### src/rtl/cond_pkg.sv
// cond_pkg: shared condition encodings and flag bit positions for the condition unit.
// Contents: cond_e (16 condition encodings), flag word bit indices {Z,N,C,V},
// and FlagW bit indices selecting which flag pairs an instruction updates.
package cond_pkg;

    typedef enum logic [3:0] {
        COND_EQ = 4'h0,
        COND_NE = 4'h1,
        COND_CS = 4'h2,
        COND_CC = 4'h3,
        COND_MI = 4'h4,
        COND_PL = 4'h5,
        COND_VS = 4'h6,
        COND_VC = 4'h7,
        COND_HI = 4'h8,
        COND_LS = 4'h9,
        COND_GE = 4'hA,
        COND_LT = 4'hB,
        COND_GT = 4'hC,
        COND_LE = 4'hD,
        COND_AL = 4'hE,
        COND_NV = 4'hF
    } cond_e;

    localparam int FLAG_Z = 3;
    localparam int FLAG_N = 2;
    localparam int FLAG_C = 1;
    localparam int FLAG_V = 0;

    localparam int FLAGW_ZN = 1;
    localparam int FLAGW_CV = 0;

endpackage

### src/rtl/cond_check.sv
// cond_check: combinational evaluation of a 4-bit condition field against a flag word.
// Ports: Cond (condition field), Flags ({Z,N,C,V}) -> condtrue (condition holds).
// The reserved encoding F never holds.
module cond_check
    import cond_pkg::*;
(
    input  logic [3:0] Cond,
    input  logic [3:0] Flags,
    output logic       condtrue
);

    logic z, n, c, v;
    cond_e cc;

    assign z  = Flags[FLAG_Z];
    assign n  = Flags[FLAG_N];
    assign c  = Flags[FLAG_C];
    assign v  = Flags[FLAG_V];
    assign cc = cond_e'(Cond);

    always_comb begin
        condtrue = 1'b0;
        case (cc)
            COND_EQ: condtrue = z;
            COND_NE: condtrue = ~z;
            COND_CS: condtrue = c;
            COND_CC: condtrue = ~c;
            COND_MI: condtrue = n;
            COND_PL: condtrue = ~n;
            COND_VS: condtrue = v;
            COND_VC: condtrue = ~v;
            COND_HI: condtrue = c & ~z;
            COND_LS: condtrue = ~c | z;
            COND_GE: condtrue = n == v;
            COND_LT: condtrue = n != v;
            COND_GT: condtrue = ~z & (n == v);
            COND_LE: condtrue = z | (n != v);
            COND_AL: condtrue = 1'b1;
            COND_NV: condtrue = 1'b0;
            default: condtrue = 1'b0;
        endcase
    end

endmodule

### src/rtl/cond_unit.sv
// cond_unit: execute-stage condition unit; holds the architectural flag register,
// gates register/memory/PC writes of conditionally executed instructions, and
// counts executed and condition-failed instructions with saturating counters.
// Ports: clk, reset (async, active-high); en (advance), flush, valid_in;
// Cond, ALUFlags, FlagW, RegW, MemW, PCS, NoWrite, clr_cnt in;
// CondEx, RegWrite, MemWrite, PCSrc, Flags, exec_cnt, squash_cnt out.
module cond_unit
    import cond_pkg::*;
#(
    parameter int CNT_W = 32
) (
    input  logic             clk,
    input  logic             reset,
    input  logic             en,
    input  logic             flush,
    input  logic             valid_in,
    input  logic [3:0]       Cond,
    input  logic [3:0]       ALUFlags,
    input  logic [1:0]       FlagW,
    input  logic             RegW,
    input  logic             MemW,
    input  logic             PCS,
    input  logic             NoWrite,
    input  logic             clr_cnt,
    output logic             CondEx,
    output logic             RegWrite,
    output logic             MemWrite,
    output logic             PCSrc,
    output logic [3:0]       Flags,
    output logic [CNT_W-1:0] exec_cnt,
    output logic [CNT_W-1:0] squash_cnt
);

    logic [3:0]       flags_q, flags_d;
    logic [CNT_W-1:0] exec_q, exec_d, squash_q, squash_d;
    logic             condtrue, commit, adv;

    // Condition is judged on the registered flags only; a flag-setting
    // instruction therefore sees the old flags for its own condition.
    cond_check u_check (
        .Cond     (Cond),
        .Flags    (flags_q),
        .condtrue (condtrue)
    );

    assign CondEx   = valid_in & ~flush & condtrue;
    assign commit   = CondEx & en;
    assign adv      = valid_in & en & ~flush;
    assign RegWrite = RegW & ~NoWrite & commit;
    assign MemWrite = MemW & commit;
    assign PCSrc    = PCS & commit;

    always_comb begin
        flags_d = flags_q;
        flags_d[FLAG_Z:FLAG_N] = (commit & FlagW[FLAGW_ZN]) ? ALUFlags[FLAG_Z:FLAG_N] : flags_q[FLAG_Z:FLAG_N];
        flags_d[FLAG_C:FLAG_V] = (commit & FlagW[FLAGW_CV]) ? ALUFlags[FLAG_C:FLAG_V] : flags_q[FLAG_C:FLAG_V];
        // Clear wins over a same-cycle increment; counters stick at all-ones.
        exec_d   = clr_cnt ? '0 : (adv & condtrue & ~&exec_q) ? exec_q + CNT_W'(1) : exec_q;
        squash_d = clr_cnt ? '0 : (adv & ~condtrue & ~&squash_q) ? squash_q + CNT_W'(1) : squash_q;
    end

    always_ff @(posedge clk or posedge reset) begin
        if (reset) begin
            flags_q  <= 4'b0000;
            exec_q   <= '0;
            squash_q <= '0;
        end else begin
            flags_q  <= flags_d;
            exec_q   <= exec_d;
            squash_q <= squash_d;
        end
    end

    assign Flags      = flags_q;
    assign exec_cnt   = exec_q;
    assign squash_cnt = squash_q;

endmodule

### config.mk
export PLATFORM = sky130hd
export DESIGN_NAME = cond_unit
export DESIGN_NICKNAME = d
export VERILOG_FILES = /design/src/rtl/cond_pkg.sv /design/src/rtl/cond_check.sv /design/src/rtl/cond_unit.sv
export SDC_FILE = /design/constraint.sdc
export NUM_CORES = 1
export LEC_CHECK = 0
export CAP_MARGIN = 0
export CORE_MARGIN = 2
export CORE_UTILIZATION = 48
export CTS_BUF_LIST = sky130_fd_sc_hd__clkbuf_8
export DETAILED_ROUTE_END_ITERATION = 16
export GPL_TIMING_DRIVEN = 0
export HOLD_SLACK_MARGIN = 0.12
export PLACE_DENSITY = 0.8
export SETUP_SLACK_MARGIN = 0.2
export SKIP_CTS_REPAIR_TIMING = 1
export SLEW_MARGIN = 20
export SYNTH_ARGS = -nofsm -noshare
export SYNTH_HDL_FRONTEND = slang
export SYNTH_SLANG_ARGS = --single-unit
### constraint.sdc
create_clock -name clk -period 2.85 [get_ports clk]
set_input_delay 0.7125 -clock clk [delete_from_list [all_inputs] [get_ports clk]]
set_output_delay 0.7125 -clock clk [all_outputs]
set_load 0.005 [all_outputs]
==> results of run 1 <==
[state kept, by name (all words and copies together) (netlist names)]
name        count
squash_cnt     32
Flags           4
exec_cnt       32
[power by group]
part / total, mW / leakage [nW] / switching (mW) / internal (mW)
combinational: 0.376 / 1.09 / 0.185 / 0.191
sequential: 1.02 / 0.940 / 0.0346 / 0.987
clock: 0.812 / 0.102 / 0.374 / 0.438
[metrics by stage]
stage	TNS (ps)	std cells	area, um2
detailed placement	-14080	658	5250
CTS	-4250	672	5440
floorplan	0	464	4210
finish	-883	685	5670
global placement	-62860	657	5220
global route	-1190	685	5670
[layout by cell type, fill, tap and decap left out, drive strengths merged, types with 2 or more instances in the layout]
cell / n
a211oi: 3
a21oi: 48
a31o: 3
and2: 7
and3: 8
and4: 9
buf: 30
clkbuf: 27
clkdlybuf4s50: 82
dfrtp: 68
ha: 2
inv: 7
mux2: 18
mux2i: 4
nand2: 28
nand2b: 6
nand3: 31
nand3b: 4
nand4: 20
nor2: 34
nor2b: 17
nor3: 8
nor3b: 5
nor4: 4
nor4b: 2
o21a: 2
o21ai: 25
o31ai: 19
o41ai: 2
or3: 24
or4: 18
xnor2: 3
[area by class of cell]
type                       count  area (um2)
inverter                       6        25.0
timing repair buffer         102        1000
multi-input combinational    363        2430
clock buffer                  11         151
tap                          105         131
buffer                        27         188
fill                         659        2630
sequential                    68        1700
clock inverter                 3        38.8
[cell usage after synthesis, types with 2 or more instances]
master	n	area (um2)
a211oi_2	2	25.0
a21oi_1	47	235
a31o_2	3	26.3
and2_1	7	43.8
and3_1	8	50.1
and4_1	9	78.8
buf_2	6	30.0
buf_6	3	33.8
clkbuf_1	18	67.6
dfrtp_1	68	1700
ha_1	2	25.0
inv_1	6	22.5
mux2_2	18	203
mux2i_1	4	40.0
nand2_1	27	101
nand2b_1	6	37.5
nand3_1	31	155
nand3b_1	4	30.0
nand4_1	20	125
nor2_1	34	128
nor2b_1	17	106
nor3_1	6	30.0
nor3_2	2	20.0
nor3b_1	5	37.5
nor4_1	3	18.8
nor4b_1	2	17.5
o21a_1	2	15.0
o21ai_0	24	120
o31ai_1	18	135
o41ai_1	2	17.5
or3_1	24	150
or4_1	18	135
xnor2_1	3	26.3
[worst min-delay path: cells and delay by family, from the launching register on]
kind,cells,cell delay (ps)
flops,1,410
compound gates,2,130
[cell families (layout without fill, tap and decap cells)]
kind of cell | count (synthesis) | count (layout) | share of synthesized area, %
and+or+nand+nor | 229 | 229 | 32.0
adders and majority gates | 2 | 2 | 0.606
muxes | 22 | 22 | 5.88
buffers and inverters | 33 | 149 | 3.72
xor gates and xnor gates | 4 | 4 | 0.848
DFF | 68 | 68 | 41.2
AOI/OAI and AO/OA | 106 | 106 | 15.8
[final timing paths]
kind                       slack [ps]        endpoint           start  depth (start not counted)
max                              -260        MemWrite         Cond[1]                         10
min                               580  squash_cnt[31]  squash_cnt[31]                          2
max reg2reg                       290  squash_cnt[20]   squash_cnt[0]                          9
min reg2reg                       580  squash_cnt[31]  squash_cnt[31]                          2
max in group asynchronous        1680   squash_cnt[1]           reset                          3
min in group asynchronous         640  squash_cnt[23]           reset                          2
[per-layer routing]
layer	track usage [%]	vias to the layer above	part of all wire, %
met5	0	-	0
met4	10.2	0	1.9
met3	3.83	19	5.3
met2	41.4	150	50
met1	31.0	2023	43
li1	-	1967	-
==> impl_metrics.py, run 1 <==
metrics = {
    "status": {
        "run_status": "finished, violations left",
        "failed_checks": "negative setup slack",
    },
    "setup_path": {
        "critical_path_buf_inv_count": 4,
        "critPathCaptureType": "primary output",
        "cpPeakStageDelay_ps": 310,
        "crit_family": "compound AO/OA/AOI/OAI gates",
        "crit_slowest_cell": "o31a_1",
        "cp-start-kind": "primary input",
        "cp_data_arrival_time_ps": 2400,
        "crit_path_frequent_cell": "buf_6",
        "cp.required_ps": 2140,
        "crit_chain": "buf_6 > nor3_4 > mux2i_1 > a211oi_2 > o31a_1 > o21a_4 > buf_8 > buf_6 > and2_4 > buf_6",
        "worst-path-max-fanout": 8,
        "path_class": "primary input to primary output",
    },
    "floorplan": {
        "start_util_pct": 49.8,
        "num_rows": 33,
        "core_area_um2": 8300,
        "num_io_pins": 92,
        "die_x_um": 96.8,
        "die_area_um2": 9370,
        "die_height_um": 96.8,
    },
    "run": {
        "drv_cap": 0,
    },
    "synth": {
        "synthArstFlopShare_pct": 100,
        "synthFlopType": "dfrtp_1",
        "yosysSeqAreaShare_pct": 41.2,
        "ys_ff_latch": 68,
        "synth_area_um2": 4130,
        "yosys_warnings": 0,
        "yosysUniqueCellTypes": 48,
        "synth_nets": 486,
        "syn_area_per_cell_um2": 8.90,
        "syn-instance-count": 464,
        "synth_edf_count": 0,
    },
    "clocking": {
        "clockBufferDepth": 2,
        "clk-insertion-delay-late_ps": 350,
        "cts_tree": "done",
        "cts_made_buffers": 9,
        "clk_pin_slew_ps": 70,
        "clock_tree.root_cell": "clkbuf_8",
        "htree_levels": 3,
        "cts.sinks": 68,
    },
    "drt": {
        "drtIter0Drc": 182,
        "drt_first_pass_iters": 4,
        "num_vias": 4159,
        "remaining_drc_errors": 0,
        "routed_wl_um": 11800,
        "drtAntennaViolNets": 0,
        "via_per_inst": 6.07,
        "wl_per_cell_um": 17.2,
    },
    "timing": {
        "finClkSkew_ps": 4.19,
        "rsz0062_at_grt": "true",
        "worst_pin_slew_ps": 581,
        "max_freq_mhz": 322,
        "hold_viol_final": 0,
        "layout_worst_path_cycle_share_pct": 109,
        "layout_min_cycle_time_ps": 3110,
        "setup_slack_ps": -258,
        "maxSlewViolCount": 0,
        "holdWs_ps": 576,
        "setup_viol": 4,
        "slew_headroom_pct": 60.9,
    },
    "place": {
        "gp_congestion": 0.893,
        "dp_slack_ps": -1070,
        "port_buffers": 88,
        "hpwl_um": 8300,
    },
    "global_route": {
        "antenna_found_initial": 0,
        "grt_max_degree": 53,
        "grt_pass1_wl_um": 18800,
        "grt_pass1_vias": 3964,
        "grt-ovfl-total": 0,
        "grt_util_all_layers_pct": 24.4,
    },
    "hold_path": {
        "holdCritPathClass": "flip-flop to flip-flop",
    },
    "finish": {
        "diodes": 0,
        "fin_util_pct": 68.3,
        "area_delta_synth_final_pct": 37.3,
        "drive_gt1_share_pct": 17.1,
        "layout.nets": 599,
    },
    "power": {
        "p_leak_nw": 2.13,
        "p_total_mw": 2.21,
        "p_per_area_nw_per_um2": 390,
        "ir_drop_mv": 0.335,
    },
}
(Power assumes the default switching activity.)
==> inputs of run 2 (changes only) <==
CORE_ASPECT_RATIO = 1.4   (was default)
==> run 2 against run 1 <==
The flow still finishes with violations (negative setup slack). Cell area grew 1.3%. Power rose by 7.1%. Flip-flop and latch count did not move. Setup slack improved by 37 ps. Sequential power about the same. First-iteration DRC count up 39%. Critical path type is now flip-flop to primary output. Register-to-register slack lost 30 ps. Critical endpoint is now CondEx. Core utilization is 0.44 points lower. Via count increased by 2.7%. Clock power is 17% higher. Routed wire length up 4.5%.
==> impl_metrics.py, run 2 (same netlist as run 1, synthesis figures left out) <==
metrics = {
    "status": {
        "run_status": "finished, violations left",
        "failed_checks": "negative setup slack",
    },
    "clocking": {
        "cts.sinks": 68,
        "clk-insertion-delay-late_ps": 360,
        "cts_made_buffers": 9,
        "clock_tree.root_cell": "clkbuf_8",
        "cts_tree": "done",
        "clk_pin_slew_ps": 70,
        "clockBufferDepth": 2,
        "htree_levels": 3,
    },
    "run": {
        "drv_cap": 0,
    },
    "floorplan": {
        "die_x_um": 82.4,
        "num_io_pins": 92,
        "num_rows": 40,
        "start_util_pct": 48.8,
        "die_height_um": 114,
        "die_area_um2": 9380,
        "core_area_um2": 8460,
    },
    "setup_path": {
        "cp_data_arrival_time_ps": 2360,
        "r2r_cells": 10,
        "critPathCaptureType": "primary output",
        "setup.worst_path.start": "Flags[2]",
        "ff2ff_setup_slack_ps": 260,
        "path_class": "flip-flop to primary output",
        "cp-start-kind": "flip-flop",
        "r2r_start": "squash_cnt[0]",
        "cp.required_ps": 2140,
        "worst-path-max-fanout": 4,
        "reg2reg_to": "squash_cnt[18]",
    },
    "finish": {
        "layout_common_cells": "81 x clkdlybuf4s50_1, 65 x dfrtp_1, 44 x a21oi_1",
        "mostFrequentLayoutCell": "clkdlybuf4s50_1",
        "layout.nets": 605,
        "area_delta_synth_final_pct": 39.0,
        "drive_gt1_share_pct": 19.0,
        "diodes": 0,
    },
    "power": {
        "ir_drop_mv": 0.307,
        "p_per_area_nw_per_um2": 412,
        "p_total_mw": 2.37,
        "p_leak_nw": 2.18,
    },
    "hold_path": {
        "hp-start": "exec_cnt[20]",
        "holdCritPathClass": "flip-flop to flip-flop",
        "holdPathStages": 2,
        "min_to": "exec_cnt[20]",
    },
    "drt": {
        "num_vias": 4270,
        "remaining_drc_errors": 0,
        "drt_first_pass_iters": 7,
        "wl_per_cell_um": 17.8,
        "routed_wl_um": 12300,
        "via_per_inst": 6.16,
        "drtAntennaViolNets": 0,
        "drtIter0Drc": 253,
    },
    "timing": {
        "setup_tns_ps": -661,
        "maxSlewViolCount": 0,
        "setup_viol": 4,
        "worst_pin_slew_ps": 586,
        "layout_min_cycle_time_ps": 3070,
        "layout_worst_path_cycle_share_pct": 108,
        "slew_headroom_pct": 60.9,
        "holdWs_ps": 591,
        "max_freq_mhz": 326,
        "finClkSkew_ps": 6.31,
        "setup_slack_ps": -221,
        "rsz0062_at_grt": "true",
        "hold_viol_final": 0,
    },
    "global_route": {
        "grt_util_all_layers_pct": 25.9,
        "grt_max_degree": 57,
        "antenna_found_initial": 0,
        "grt_pass1_vias": 3943,
        "grt-ovfl-total": 0,
        "grt_pass1_wl_um": 18700,
    },
    "place": {
        "dp_slack_ps": -1060,
        "port_buffers": 88,
        "gp_congestion": 0.907,
        "hpwl_um": 8490,
    },
}
==> run 2: cell count changes in the layout (fill, tap and decap cells not counted), moves of 2 or more <==
cell / previous run / this run
buf_4: 13 / 19
clkbuf_2: 1 / 7
clkbuf_1: 14 / 11
buf_6: 7 / 5
==> run 2: how the worst max path moves through the flow <==
stage / endpoint / slack (ps) / cells past startpoint
floorplan: CondEx / 60 / 8
global placement: PCSrc / -970 / 9
detailed placement: PCSrc / -1060 / 9
CTS: PCSrc / -1070 / 9
global route: CondEx / -310 / 9
finish: CondEx / -220 / 9
==> run 2: layout make-up <==
class | count | area [um2]
timing repair buffer | 108 | 1030
sequential | 68 | 1710
inverter | 6 | 25.0
buffer | 27 | 189
clock buffer | 12 | 165
tap | 105 | 131
fill | 674 | 2720
multi-input combinational | 363 | 2420
clock inverter | 4 | 70.1
==> run 2: where the power goes <==
group	internal, mW	total, mW	switching, mW
clock network	0.562	0.948	0.387
registers	0.988	1.02	0.0373
logic	0.198	0.394	0.197
==> run 2: worst max-delay path: stages (launching register included) <==
cell      delay (ps)
dfrtp_1          440
xnor2_2          300
o21ai_1          130
a211oi_2         230
o31a_1           200
buf_6            140
nor2_4            40
buf_8            120
nor4bb_4         230
buf_2            150
==> run 2: layer usage <==
layer	up-vias	share of wire, %	track usage [%]
met2	173	52	42.3
met4	0	3.1	12.6
met5	-	0	0
met1	2089	39	32.2
li1	1977	-	-
met3	31	5.5	5.14
==> run 2: stage by stage <==
step                std cells  cell area (um2)  util [%]
global placement          657             5220      61.7
global route              693             5740      67.9
CTS                       674             5490      64.9
floorplan                 464             4210         -
detailed placement        658             5250      62.1
finish                    693             5740      67.9
==> inputs of run 3 (changes only) <==
PLACE_DENSITY = 0.78   (was 0.8)
==> run 3 against run 2 <==
The flow still finishes with violations (negative setup slack). Setup slack got worse by 23 ps. Clock skew rose by 7.4 ps. Count of clock-buffer cells in the layout fell by 2. Fmax fell by 0.73%. Final cell count rose by 0.43%. Sequential share of layout area rose by 0.11 points. Flip-flop and latch count did not move. Non-clock buffer count rose by 3. Global-route usage rose by 0.51 points. Highest routed layer unchanged.
==> impl_metrics.py, run 3 (same netlist as run 1, synthesis figures left out) <==
metrics = {
    "timing": {
        "setup_tns_ps": -877,
        "worst_pin_slew_ps": 808,
        "holdWs_ps": 583,
        "max_freq_mhz": 323,
        "finClkSkew_ps": 13.7,
        "setup_slack_ps": -243,
        "layout_worst_path_cycle_share_pct": 109,
        "rsz0062_at_grt": "true",
        "maxSlewViolCount": 0,
        "layout_min_cycle_time_ps": 3090,
        "slew_headroom_pct": 45.8,
        "setup_viol": 4,
        "hold_viol_final": 0,
    },
    "power": {
        "p_sw_share_pct": 26.7,
        "p_total_mw": 2.32,
        "p_leak_nw": 2.18,
        "pwr-share-clk_pct": 38.6,
        "ir_drop_mv": 0.279,
        "combPwrFrac_pct": 17.2,
        "p_int_mw": 1.70,
        "seq_power_share_pct": 44.2,
        "p_per_area_nw_per_um2": 405,
        "power.switching_mw": 0.618,
    },
    "place": {
        "hpwl_um": 8510,
        "dpl_cell_area_um2": 5250,
        "gp_congestion": 0.921,
        "dp_slack_ps": -1050,
        "place_inst": 658,
        "port_buffers": 88,
    },
    "global_route": {
        "grt-ovfl-total": 0,
        "grt_max_degree": 56,
        "grt_pass1_wl_um": 19200,
        "grt_util_all_layers_pct": 26.4,
        "grt_pass1_vias": 4081,
        "antenna_found_initial": 0,
    },
    "finish": {
        "mostFrequentLayoutCell": "clkdlybuf4s50_1",
        "diodes": 0,
        "drive_gt1_share_pct": 17.6,
        "finalInstanceArea_um2": 5720,
        "final_cells": 696,
        "layout_common_cells": "82 x clkdlybuf4s50_1, 66 x dfrtp_1, 45 x a21oi_1",
        "area_delta_synth_final_pct": 38.3,
        "fin_util_pct": 67.6,
        "layout.nets": 608,
    },
    "setup_path": {
        "critPathCaptureType": "primary output",
        "cp_data_arrival_time_ps": 2380,
        "cp-start-kind": "flip-flop",
        "path_class": "flip-flop to primary output",
        "worst-path-max-fanout": 4,
        "cp.required_ps": 2140,
    },
    "clocking": {
        "cts_tree": "done",
        "clockBufferDepth": 2,
        "cts_made_buffers": 9,
        "cts.sinks": 68,
        "clk-insertion-delay-late_ps": 360,
        "htree_levels": 3,
        "clock_tree.root_cell": "clkbuf_8",
        "clk_pin_slew_ps": 70,
    },
    "hold_path": {
        "holdCritPathClass": "flip-flop to flip-flop",
    },
    "drt": {
        "drt_first_pass_iters": 5,
        "via_per_inst": 6.12,
        "wl_per_cell_um": 18.1,
        "num_vias": 4261,
        "drtAntennaViolNets": 0,
        "remaining_drc_errors": 0,
        "routed_wl_um": 12600,
        "drtIter0Drc": 312,
    },
    "floorplan": {
        "die_area_um2": 9380,
        "die_height_um": 114,
        "num_io_pins": 92,
        "start_util_pct": 48.8,
        "die_x_um": 82.4,
        "core_area_um2": 8460,
        "num_rows": 40,
    },
    "run": {
        "drv_cap": 0,
    },
    "status": {
        "failed_checks": "negative setup slack",
        "run_status": "finished, violations left",
    },
}
==> run 3: cell types whose count changed in the layout (fill, tap and decap cells not counted), sizes merged <==
| cell | delta |
|---|---|
| buf | +4 |
| clkbuf | -3 |
| dlymetal6s2s | -1 |
| clkdlybuf4s50 | +1 |
| clkinvlp | +1 |
| clkinv | -1 |
| inv | +2 |
==> run 3: power by group through the flow <==
stage	Clock [mW]	Combinational, mW	Sequential (mW)
final	0.893	0.399	1.02
after global routing	0.945	0.432	1.03
after CTS	0.895	0.328	1.02
after detailed placement	0	0.326	1.04
after global placement	0	0.310	1.04
after floorplan	0	0.197	1.03
==> run 3: critical path: stages (launching register included) <==
cell and delay, ps:
dfrtp_1 450, xnor2_2 260, a21oi_1 150, nor3_2 220, o31a_1 330, nor2_4 80
buf_8 130, nor4bb_4 240, buf_2 160
==> run 3: per-layer routing <==
metal  vias up  global-route usage (%)  part of all wire [%]
met5         -                       0                     0
met4         0                    14.3                   3.1
met3        29                    4.75                   5.6
met2       172                    43.3                    52
met1      2070                    32.2                    39
li1       1990                       -                     -
==> run 3: final cells by class <==
cell class / instances / area (um2)
buffer: 27 / 186
clock buffer: 10 / 138
clock inverter: 6 / 80.1
fill: 715 / 2740
inverter: 6 / 25.0
multi-input combinational: 363 / 2390
sequential: 68 / 1700
tap: 105 / 131
timing repair buffer: 111 / 1060
==> run 3: final timing paths <==
check,startpoint,to,slack [ps],depth (start not counted)
setup / recovery,Flags[0],CondEx,-240,8
hold / removal,exec_cnt[31],exec_cnt[31],580,2
setup reg to reg,exec_cnt[0],exec_cnt[7],170,8
hold reg to reg,exec_cnt[31],exec_cnt[31],580,2
max in group asynchronous,reset,squash_cnt[1],1670,3
min in group asynchronous,reset,exec_cnt[27],620,2
